--- config.mk ---
export PLATFORM = sky130hd
export DESIGN_NAME = pi_vc_sel_arb
export DESIGN_NICKNAME = d
export VERILOG_FILES = /design/src/rtl/pi_vc_sel_arb.sv
export SDC_FILE = /design/constraint.sdc
export NUM_CORES = 1
export LEC_CHECK = 0
export CORE_ASPECT_RATIO = 1.25
export CORE_MARGIN = 5
export CORE_UTILIZATION = 55
export DETAILED_ROUTE_END_ITERATION = 8
export PLACE_DENSITY = 0.78
export SETUP_SLACK_MARGIN = 0.2
export SYNTH_ARGS = -nofsm -noshare
export SYNTH_HDL_FRONTEND = slang
export SYNTH_SLANG_ARGS = --single-unit
export TNS_END_PERCENT = 20
--- constraint.sdc ---
create_clock -name clk -period 3.4 [get_ports clk]
set_clock_uncertainty 0.05 [all_clocks]
set_input_delay 0.68 -clock clk [delete_from_list [all_inputs] [get_ports clk]]
set_output_delay 0.68 -clock clk [all_outputs]
set_load 0.02 [all_outputs]
--- src/rtl/pi_vc_sel_arb.sv ---
// Per-VC round-robin select generator for the pi-switch output muxes.
// Optional per-input wait counters and max_wait output: define PI_ARB_WAIT_CNT_EN.
module pi_vc_sel_arb #(
    parameter int N     = 6,
    parameter int VC_W  = 2,
    parameter int SEL_W = $clog2(N)
) (
    input  logic                       clk,
    input  logic                       rst,
    input  logic [VC_W-1:0][N-1:0]     req,
    input  logic [VC_W-1:0]            out_ready,
    output logic [VC_W-1:0][SEL_W-1:0] sel,
    output logic [VC_W-1:0]            sel_vld,
    output logic [VC_W-1:0][N-1:0]     take
`ifdef PI_ARB_WAIT_CNT_EN
    ,
    output logic [VC_W-1:0][7:0]       max_wait
`endif
);

    logic [VC_W-1:0][SEL_W-1:0] ptr;
    logic [VC_W-1:0]            take_v;
    logic [VC_W-1:0]            load_en;
    logic [VC_W-1:0][N-1:0]     req_m;
    logic [VC_W-1:0][2*N-1:0]   rot;
    logic [VC_W-1:0]            found;
    logic [VC_W-1:0][SEL_W-1:0] win;
    logic [VC_W-1:0][SEL_W:0]   idx;

    // The requester being taken this cycle is masked, so rotating the doubled
    // vector by ptr turns the circular scan into a plain lowest-bit search.
    always_comb begin
        for (int v = 0; v < VC_W; v++) begin
            take_v[v]  = sel_vld[v] & out_ready[v];
            load_en[v] = ~sel_vld[v] | out_ready[v];
            for (int i = 0; i < N; i++) begin
                take[v][i] = take_v[v] && (sel[v] == SEL_W'(i));
            end
            req_m[v] = req[v] & ~take[v];
            rot[v]   = {req_m[v], req_m[v]} >> ptr[v];
            found[v] = 1'b0;
            win[v]   = '0;
            idx[v]   = '0;
            for (int k = 0; k < N; k++) begin
                if (!found[v] && rot[v][k]) begin
                    found[v] = 1'b1;
                    idx[v]   = {1'b0, ptr[v]} + (SEL_W+1)'(k);
                    if (idx[v] >= (SEL_W+1)'(N)) begin
                        idx[v] = idx[v] - (SEL_W+1)'(N);
                    end
                    win[v] = idx[v][SEL_W-1:0];
                end
            end
        end
    end

    always_ff @(posedge clk or posedge rst) begin
        if (rst) begin
            sel     <= '0;
            sel_vld <= '0;
            ptr     <= '0;
        end else begin
            for (int v = 0; v < VC_W; v++) begin
                if (take_v[v]) begin
                    ptr[v] <= (sel[v] == SEL_W'(N-1)) ? '0 : sel[v] + SEL_W'(1);
                end
                // An empty result drops the grant but leaves the mux select parked.
                if (load_en[v]) begin
                    if (found[v]) begin
                        sel[v]     <= win[v];
                        sel_vld[v] <= 1'b1;
                    end else begin
                        sel_vld[v] <= 1'b0;
                    end
                end
            end
        end
    end

`ifdef PI_ARB_WAIT_CNT_EN
    logic [VC_W-1:0][N-1:0][7:0] wait_cnt;
    logic [VC_W-1:0][7:0]        cur_max;

    always_comb begin
        for (int v = 0; v < VC_W; v++) begin
            cur_max[v] = '0;
            for (int i = 0; i < N; i++) begin
                if (wait_cnt[v][i] > cur_max[v]) begin
                    cur_max[v] = wait_cnt[v][i];
                end
            end
        end
    end

    always_ff @(posedge clk or posedge rst) begin
        if (rst) begin
            wait_cnt <= '0;
            max_wait <= '0;
        end else begin
            for (int v = 0; v < VC_W; v++) begin
                max_wait[v] <= cur_max[v];
                for (int i = 0; i < N; i++) begin
                    if (!req[v][i] || take[v][i]) begin
                        wait_cnt[v][i] <= '0;
                    end else if (wait_cnt[v][i] != 8'hFF) begin
                        wait_cnt[v][i] <= wait_cnt[v][i] + 8'd1;
                    end
                end
            end
        end
    end
`endif

endmodule

==> flow_summary.yaml <==
worst_setup_path:
  crit_family: "compound AO/OA/AOI/OAI gates"
  rr_endpoint: "sel[2]"
  cp_num_cells: 9
  crit_slowest_cell: "clkdlybuf4s50_1"
  worst_ep_required_time_ns: 3.48
  cp-end-kind: "flop"
  r2r_setup_slack_ns: 0.47
  cp_num_buf_inv: 1
  worstSetupStartpointType: "input port"
  crit_chain: "clkdlybuf4s50_1 > or3b_4 > o21ai_2 > mux4_2 > mux2_2 > o21ai_0 > o22a_1 > a211o_1 > a221o_1"
  r2r-start: "sel[2]"
  arrival_ns: 3.30
  crit_type: "in2reg"
  critPathMaxFanout: 6
  r2r_cells: 8
  critPathMaxStageDelay_ns: 0.52
logic_synthesis:
  synth_flop_cell: "dfrtp_1"
  netlist_top_cells_count: "nand2_1, nor2_1, a21oi_1, ha_1, o21ai_0"
  syn_area_per_cell_sq_um: 7.87
  ys_ff_latch: 14
  synth-edff-count: 0
  yosysSeqAreaShare: 0.137
  yosys.area.top_type: "dfrtp_1"
  yosysTopAreaCellShare: 0.137
  synth_area_leaders: "dfrtp_1, ha_1, nand2_1, nor2_1, mux4_2"
  syn_inst: 325
  yosys_warnings: 0
  syn_area_sq_mm: 0.00256
  synth_fp_nets: 362
  async_reset_ff_frac: 1.00
  yosys.cell_count.top_type: "nand2_1"
  synth_cell_types: 71
placed_design:
  dp_hpwl_mm: 5.42
  port_buffers: 35
  gp_congestion: 0.914
  dpl_cell_area_sq_mm: 0.00305
global_route:
  antenna_found_initial: 0
  grt_util_all_layers: 0.235
  grt_pass1_wl_mm: 11.8
  grt_max_degree: 25
  grt_pass1_vias: 2647
  overflow: 0
detailed_routing:
  drt_pass1_iterations: 5
  drt_wl_total_mm: 7.22
  drtAntennaViolNets: 0
  avgRoutedWirePerCell_um: 16.9
  first_iter_violations: 191
  route.detailed.drc: 0
  viasPerCell: 6.48
  dr_total_vias: 2768
floorplanning:
  design.core.area_sq_mm: 0.00446
  io_pins: 36
  dieArea_sq_mm: 0.00612
  fp-row-count: 27
  initial_utilization: 0.574
  fp.dieW_um: 71.0
  die_h_um: 86.2
clock_network:
  cts.sink_count: 14
  cts_inserted_buffers: 3
  h-tree-depth: 1
  clockBufferDepth: 2
  clkTransAtPathRegs_ns: 0.06
  root_buffer: "clkbuf_8"
  postCtsHoldBufs: 0
  clk_latency_ns: 0.25
  cts_tree: "done"
worst_hold_path:
  hp-start: "sel[2]"
  min_to: "sel[2]"
  holdPathStages: 1
  worstHoldPathType: "reg2reg"
finish:
  antenna_cells: 0
  postLayoutCoreUtil: 0.708
  nFillCells: 374
  finish.instance_area_sq_mm: 0.00316
  layout.nets: 407
  drive_above_1_share: 0.154
  areaGrowthSynthToFinish_pct: 23.5
sta:
  setup_viol: 0
  finalMaxSlewViolations: 0
  rsz0062_at_grt: "yes"
  timing.final.crit_share: 0.947
  period_minus_slack_ns: 3.22
  fmaxAchievable_mhz: 310
  finalHoldViolCount: 0
  worstMarginPinSlew_ns: 0.885
  relSlewSlack: 0.410
pwr:
  fin_total_pwr_mw: 3.14
  power.leakage_nw: 1.33
  powerDensity_mw_per_mm2: 995
  ir_drop_uv: 594
status:
  outcome: "finished clean"
job:
  cap_viol_max_count: 0
repair_timing:
| item | 4_1_cts | 5_1_grt |
|---|---|---|
| endpoints found under the setup margin | 3 | 5 |
| pin swaps | 0 | 1 |
| buffers inserted | 0 | 0 |
| resized for setup | 1 | 14 |
through the flow:
stage               setup TNS [ns]  setup WS (ns)  hold WS, ns  std cells
finish                           0          0.179        0.622        427
global route                     0          0.110        0.648        427
CTS                              0          0.148        0.627        427
detailed placement          -0.123        -0.0698        0.610        423
global placement                 0         0.0215        0.589        423
floorplan                        0          0.569        0.519        325
routing by layer:
layer  GRT usage  up-vias  routed length, um
li1            -     1308                  -
met1       0.258     1317               2800
met2       0.451      117               3880
met3      0.0151       26                292
met4       0.113        0                248
met5           0        -                  0
how the worst max path moves through the flow:
stage | slack (ns) | start | end
3_3_place_gp | 0.02 | out_ready[0] | sel[2]
3_5_place_dp | -0.07 | out_ready[0] | sel[2]
2_1_floorplan | 0.57 | sel[0] | sel[2]
6_report | 0.18 | out_ready[0] | sel[2]
4_1_cts | 0.15 | out_ready[0] | take[4]
5_1_grt | 0.11 | out_ready[0] | sel[2]
sequential cells by signal (all words and copies together), names as in the netlist:
register / cells
sel_vld: 2
sel: 6
ptr: 6
report_power, final:
group          leakage [nW]  switching, mW  internal [mW]
Clock                0.0288         0.0606          0.103
Combinational          1.14           1.41           1.13
Sequential            0.163          0.204          0.238
kinds of logic (layout without fill, tap and decap cells):
logic type,after synthesis,in the layout,synth area share
and+or+nand+nor,132,132,0.270
AOI/OAI and AO/OA,97,97,0.276
buffers and inverters,32,76,0.0577
adders and majority gates,21,21,0.103
muxes,19,19,0.122
DFF,14,14,0.137
xor gates and xnor gates,10,10,0.0342
placed cells by master, fill, tap and decap left out, drive strengths merged, types with 3 or more instances in the layout:
cell type      instances
a211oi                 3
a21o                   3
a21oi                 21
a31oi                  3
and2                   6
buf                   21
clkbuf                 4
clkdlybuf4s50         33
dfrtp                 14
ha                    21
inv                   14
mux2                   5
mux2i                  6
mux4                   8
nand2                 34
nand2b                 7
nand3                 13
nand3b                 4
nand4                  7
nor2                  32
nor2b                  7
nor3                   5
o211ai                14
o21ai                 24
o31ai                  4
xnor2                  7
xor2                   3
cell type report:
cell class	instances	area (sq um)	share of cell area
clock buffer	4	55.1	0.0174
timing repair buffer	56	509	0.161
tap	58	72.6	0.0230
multi-input combinational	279	2110	0.669
inverter	16	60.1	0.0190
sequential	14	350	0.111
(Power assumes the default switching activity.)
